`src/rtl/instr_encoder_loader.sv`:
```
// Packs decoded RV32I fields into instruction words and streams them into imem as
// sequential word writes, one session at a time, starting at BASE_ADDR.
module instr_encoder_loader #(
    parameter int ADDR_W    = 12,
    parameter int BASE_ADDR = 0,
    parameter int DEPTH     = 1024
) (
    input  logic              i_clk,
    input  logic              i_rst_n,
    input  logic              i_start,
    input  logic              i_valid,
    output logic              o_ready,
    input  logic              i_last,
    input  logic [2:0]        i_fmt,
    input  logic [6:0]        i_opcode,
    input  logic [2:0]        i_funct3,
    input  logic [6:0]        i_funct7,
    input  logic [4:0]        i_rd,
    input  logic [4:0]        i_rs1,
    input  logic [4:0]        i_rs2,
    input  logic [31:0]       i_imm,
    output logic [ADDR_W-1:0] o_imem_addr,
    output logic [31:0]       o_imem_wdata,
    output logic              o_imem_wren,
    output logic [ADDR_W:0]   o_count,
    output logic              o_full,
    output logic              o_err,
    output logic              o_done
);

    localparam logic [1:0] S_IDLE  = 2'd0;
    localparam logic [1:0] S_LOAD  = 2'd1;
    localparam logic [1:0] S_DRAIN = 2'd2;
    localparam logic [1:0] S_DONE  = 2'd3;

    localparam int                AW1     = ADDR_W + 1;
    localparam logic [ADDR_W-1:0] L_BASE  = ADDR_W'(BASE_ADDR);
    localparam logic [ADDR_W:0]   L_DEPTH = AW1'(DEPTH);

    logic [1:0]        r_state;
    logic [ADDR_W-1:0] r_addr;
    logic [ADDR_W:0]   r_count;
    logic              r_err;
    logic              r_wren;
    logic [ADDR_W-1:0] r_waddr;
    logic [31:0]       r_wdata;

    logic        w_full;
    logic        w_ready;
    logic        w_accept;
    logic        w_legal;
    logic [31:0] w_word;
    logic        w_sext12;
    logic        w_sext13;
    logic        w_sext21;

    assign w_full   = (r_count == L_DEPTH);
    // A start pulse owns its cycle: no bundle is taken while the session resets.
    assign w_ready  = (r_state == S_LOAD) && !w_full && !i_start;
    assign w_accept = i_valid && w_ready;

    // Immediate fits when all bits above the field's sign bit replicate it.
    assign w_sext12 = (&i_imm[31:11]) | ~(|i_imm[31:11]);
    assign w_sext13 = (&i_imm[31:12]) | ~(|i_imm[31:12]);
    assign w_sext21 = (&i_imm[31:20]) | ~(|i_imm[31:20]);

    always_comb begin
        w_word  = '0;
        w_legal = 1'b1;
        case (i_fmt)
            3'd0: w_word = {i_funct7, i_rs2, i_rs1, i_funct3, i_rd, i_opcode};
            3'd1: begin
                w_word  = {i_imm[11:0], i_rs1, i_funct3, i_rd, i_opcode};
                w_legal = w_sext12;
            end
            3'd2: begin
                w_word  = {i_imm[11:5], i_rs2, i_rs1, i_funct3, i_imm[4:0], i_opcode};
                w_legal = w_sext12;
            end
            3'd3: begin
                w_word  = {i_imm[12], i_imm[10:5], i_rs2, i_rs1, i_funct3,
                           i_imm[4:1], i_imm[11], i_opcode};
                w_legal = w_sext13 && !i_imm[0];
            end
            3'd4: begin
                w_word  = {i_imm[31:12], i_rd, i_opcode};
                w_legal = (i_imm[11:0] == 12'd0);
            end
            3'd5: begin
                w_word  = {i_imm[20], i_imm[10:1], i_imm[11], i_imm[19:12], i_rd, i_opcode};
                w_legal = w_sext21 && !i_imm[0];
            end
            default: w_legal = 1'b0;
        endcase
    end

    always_ff @(posedge i_clk or negedge i_rst_n) begin
        if (!i_rst_n) begin
            r_state <= S_IDLE;
            r_addr  <= L_BASE;
            r_count <= '0;
            r_err   <= 1'b0;
            r_wren  <= 1'b0;
            r_waddr <= L_BASE;
            r_wdata <= '0;
        end else begin
            r_wren <= 1'b0;
            if (i_start) begin
                r_state <= S_LOAD;
                r_addr  <= L_BASE;
                r_count <= '0;
                r_err   <= 1'b0;
            end else begin
                case (r_state)
                    S_LOAD: begin
                        if (w_accept) begin
                            // Rejected bundles still complete the handshake and can end the session.
                            if (w_legal) begin
                                r_wren  <= 1'b1;
                                r_waddr <= r_addr;
                                r_wdata <= w_word;
                                r_addr  <= r_addr + ADDR_W'(4);
                                r_count <= r_count + AW1'(1);
                            end else begin
                                r_err <= 1'b1;
                            end
                            if (i_last) begin
                                r_state <= S_DRAIN;
                            end
                        end
                    end
                    S_DRAIN: r_state <= S_DONE;
                    default: r_state <= r_state;
                endcase
            end
        end
    end

    assign o_ready      = w_ready;
    assign o_imem_addr  = r_waddr;
    assign o_imem_wdata = r_wdata;
    assign o_imem_wren  = r_wren;
    assign o_count      = r_count;
    assign o_full       = w_full;
    assign o_err        = r_err;
    assign o_done       = (r_state == S_DONE);

endmodule

```
`config.mk`:
```
export PLATFORM = sky130hd
export DESIGN_NAME = instr_encoder_loader
export DESIGN_NICKNAME = d
export VERILOG_FILES = /design/src/rtl/instr_encoder_loader.sv
export SDC_FILE = /design/constraint.sdc
export NUM_CORES = 1
export LEC_CHECK = 0
export CAP_MARGIN = 25
export CORE_MARGIN = 5
export CORE_UTILIZATION = 41
export CTS_CLUSTER_DIAMETER = 50
export DETAILED_ROUTE_END_ITERATION = 10
export GPL_ROUTABILITY_DRIVEN = 0
export GPL_TIMING_DRIVEN = 1
export PLACE_DENSITY_LB_ADDON = 0.1
export SLEW_MARGIN = 20
export SYNTH_ARGS = -nofsm -noshare
export SYNTH_HDL_FRONTEND = slang
export SYNTH_SLANG_ARGS = --single-unit
```
`constraint.sdc`:
```
create_clock -name i_clk -period 2.25 [get_ports i_clk]
set_clock_uncertainty 0.05 [all_clocks]
set_input_delay 0.3375 -clock i_clk [delete_from_list [all_inputs] [get_ports i_clk]]
set_output_delay 0.3375 -clock i_clk [all_outputs]
set_load 0.03 [all_outputs]
```
==> summary.md <==
| Metric | Value |
|---|---|
| First-pass GRT wire length | `19000 µm` |
| XOR/XNOR Fraction of Synth Area | `0.0118` |
| Fmax | `0.453 GHz` |
| Final setup TNS | `0 ns` |
| Crit-path cells | `clkdlybuf4s50_1, nor4_2, nand3_1, a211o_1, o211ai_2, buf_6, o21ai_4, or4_4, a21oi_2` |
| Syn_area_per_cell | `9.50 µm²` |
| Final std cells w/o fill | `705` |
| Die Span Y | `105 µm` |
| ANT cells | `0` |
| VDD IR max | `0.000359 V` |
| Fin crit period | `2.21 ns` |
| Cts bufs inserted | `9` |
| Largest family of logic cells by synthesized area | `simple AND/OR/NAND/NOR gates` |
| Initial core utilization | `0.422` |
| H-tree Lvls | `3` |
| Ys Warns | `0` |
| Slew Limit Fails | `0` |
| Wire length per cell | `16.7 µm` |
| Simple-gate portion of the synthesized area | `0.201` |
| Final wirelength | `11800 µm` |
| CP Capture Type | `flip-flop` |
| Core Rows | `34` |
| Worst-Skew Late Latency | `0.35 ns` |
| Critical Path AT | `2.44 ns` |
| Post-route DRC | `0` |
| Critical path launch point | `i_imm[4]` |
| Final Power | `3.54 mW` |
| Final instance area | `6170 µm²` |
| Post-synth EDFFs | `0` |
| Adder-cell share of the synthesized area | `0.0102` |
| Core area | `8760 µm²` |
| MaxCap Viol Count | `0` |
| Placed Area | `5590 µm²` |
| Slowest cell on the critical path | `or4_4` |
| Reg2reg path depth | `9` |
| Leakage | `2.90 nW` |
| PnR worst setup slack | `0.0442 ns` |
| Buffers plus inverters on the worst setup path | `2` |
| Status | `completed` |
| CTS tree | `done` |
| Total number of vias | `3742` |
| Top FF cell, synth | `dfrtp_1` |
| Total global-route track usage | `0.212` |
| Hold Startpoint | `i_imm[14]` |
| Period utilisation layout | `0.980` |
| WP depth | `9` |
| Die area | `11000 µm²` |
| Initial antenna violation count | `1` |
| Final Net Count | `667` |
| Power per cell area | `574 nW/µm²` |
| Clk buf depth | `2` |
| Sequential share of the synthesized area | `0.467` |
| Fin util | `0.704` |
| Slowest stage delay, CP | `0.52 ns` |
| Inst Count DP | `670` |
| Pre-CTS WS | `-0.568 ns` |
| Layout cell share with drive strength beyond 1 | `0.265` |
| #FFs+latches synth | `69` |
| Type of origin of the critical path | `primary input` |
| Unique masters post-synth | `47` |
| Port Buffer Count | `131` |
| Hold Slack | `0.354 ns` |
| FF-to-FF Start | `o_count[0]` |
| Final hold violation count | `0` |
| Synthesized cell area | `3700 µm²` |
| 1st-pass router iterations | `6` |
| Post-Synthesis Cells | `389` |
| Largest delay share family, worst path | `simple AND/OR/NAND/NOR gates` |
| Detail Route Antenna Nets | `0` |
| GR Overflow Total | `0` |
| Ys async rst share | `1.00` |
| Detailed Route Iter0 Violations | `98` |
| Clock sink count | `69` |
| Crit-path max FO | `4` |
| Ports | `134` |
| CP required | `2.48 ns` |
| Hold path depth | `4` |
| Hold/Removal Path Class | `primary input to flip-flop` |
| Largest net degree at the start of global routing | `26` |
| Setup violations, final | `0` |
| WS Path Type | `primary input to flip-flop` |
| Vias in the first global route | `3786` |
| Vias per cell | `5.31` |
| Die span in x | `105 µm` |
| Mux cell area share after synthesis | `0.0822` |
| Root Buffer | `clkbuf_8` |
| Compound-Gate Fraction of Synth Area | `0.179` |
| Area growth syn-to-layout | `66.9%` |
| Detail Placement HPWL | `8620 µm` |
| Reg clk slew, reported paths | `0.08 ns` |
[layout make-up]
cell class / instances / area (µm²)
clock inverters: 7 / 73.8
fillers: 669 / 2590
multi-input cells: 293 / 2040
clock buffers: 9 / 124
inverters: 7 / 28.8
flip-flops and latches: 69 / 1730
well taps: 108 / 135
repair buffers: 212 / 2040
[cells in the mapped netlist (5+ instances only)]
cell / n / area share
a211o_1: 8 / 0.019
a21oi_1: 23 / 0.031
a22oi_1: 17 / 0.035
and3_1: 6 / 0.010
buf_2: 6 / 0.0081
buf_6: 5 / 0.015
clkbuf_1: 10 / 0.010
dfrtp_1: 69 / 0.47
inv_1: 6 / 0.0061
mux2_2: 19 / 0.058
mux2i_1: 9 / 0.024
nand2_1: 49 / 0.050
nand2b_1: 8 / 0.014
nand3_1: 10 / 0.014
nand4_1: 5 / 0.0085
nor2_1: 29 / 0.029
nor2b_1: 10 / 0.017
nor3_1: 6 / 0.0081
nor4_1: 7 / 0.012
o21ai_0: 33 / 0.045
[flip-flops by register name, summed over array words and instances (netlist names)]
register,count
r_state,2
o_imem_wren,1
o_count,13
o_err,1
r_addr,10
o_imem_addr,10
o_imem_wdata,32
[cells in the final DEF, fill, tap and decap left out, types with 3 or more instances in the layout]
| master | Yosys | layout |
|---|---|---|
| nor3b_1 | 4 | 4 |
| nor3_1 | 6 | 5 |
| clkbuf_8 | 0 | 9 |
| dlymetal6s2s_1 | 0 | 4 |
| dlygate4sd2_1 | 0 | 14 |
| or4_4 | 0 | 3 |
| a211o_1 | 8 | 8 |
| and3_1 | 6 | 4 |
| a221o_1 | 3 | 3 |
| nand3_1 | 10 | 7 |
| a22oi_1 | 17 | 16 |
| dfrtp_1 | 69 | 67 |
| nor2b_1 | 10 | 9 |
| nor2_1 | 29 | 27 |
| a22o_1 | 3 | 3 |
| a21oi_1 | 23 | 22 |
| mux2i_1 | 9 | 9 |
| or2_2 | 3 | 3 |
| nand3b_1 | 4 | 4 |
| nor2b_4 | 1 | 3 |
| nand3_2 | 0 | 3 |
| nor4_1 | 7 | 5 |
| clkbuf_2 | 0 | 4 |
| nand4_1 | 5 | 5 |
| mux2_2 | 19 | 5 |
| nand2_1 | 49 | 49 |
| buf_12 | 0 | 6 |
| o21ai_4 | 0 | 3 |
| a21o_1 | 4 | 4 |
| clkdlybuf4s50_1 | 0 | 104 |
| mux2_4 | 0 | 14 |
| nand2b_1 | 8 | 8 |
| o21ai_0 | 33 | 33 |
| buf_4 | 3 | 64 |
| xor2_1 | 3 | 3 |
| buf_6 | 5 | 9 |
| inv_1 | 6 | 4 |
[routing by layer]
layer  vias to the layer above  wire (µm)  GRT usage
li1                       1808          -          -
met1                      1794       4720      0.251
met2                       111       5900      0.354
met3                        27        881     0.0783
met4                         2        254     0.0703
met5                         -          7          0
[report_power, final]
group	leakage, nW	internal [mW]	switching, mW
Clock	0.0996	0.515	0.504
Sequential	0.924	1.37	0.0767
Combinational	1.88	0.508	0.566
Total	2.90	2.39	1.15
[final timing paths]
check,slack (ns),end
worst max register to register,0.08,o_count[12]
worst max-delay path,0.04,r_addr[11]
max in group asynchronous,1.13,o_count[6]
worst min register to register,0.43,o_imem_wdata[13]
min in group asynchronous,0.43,o_imem_wdata[4]
worst min-delay path,0.35,o_imem_wdata[14]
[what timing repair did]
action,4_1_cts,5_1_grt
endpoints found under the hold margin,16,0
cloned,6,0
resized for setup,59,26
pin swaps,16,16
endpoints found under the setup margin,53,39
setup buffers,9,3
hold buffers,1,0
[worst min-delay path: stages]
cell and delay, ns:
clkbuf_2 0.10, buf_4 0.11, a21oi_1 0.05, o21ai_0 0.12
[kinds of logic after synthesis]
logic type / Yosys count
muxes: 28
DFF: 69
adders and majority gates: 3
AOI/OAI and AO/OA: 102
xor gates and xnor gates: 5
other: 1
and+or+nand+nor: 149
buffers and inverters: 32
Power figures use the tool's default switching activity.
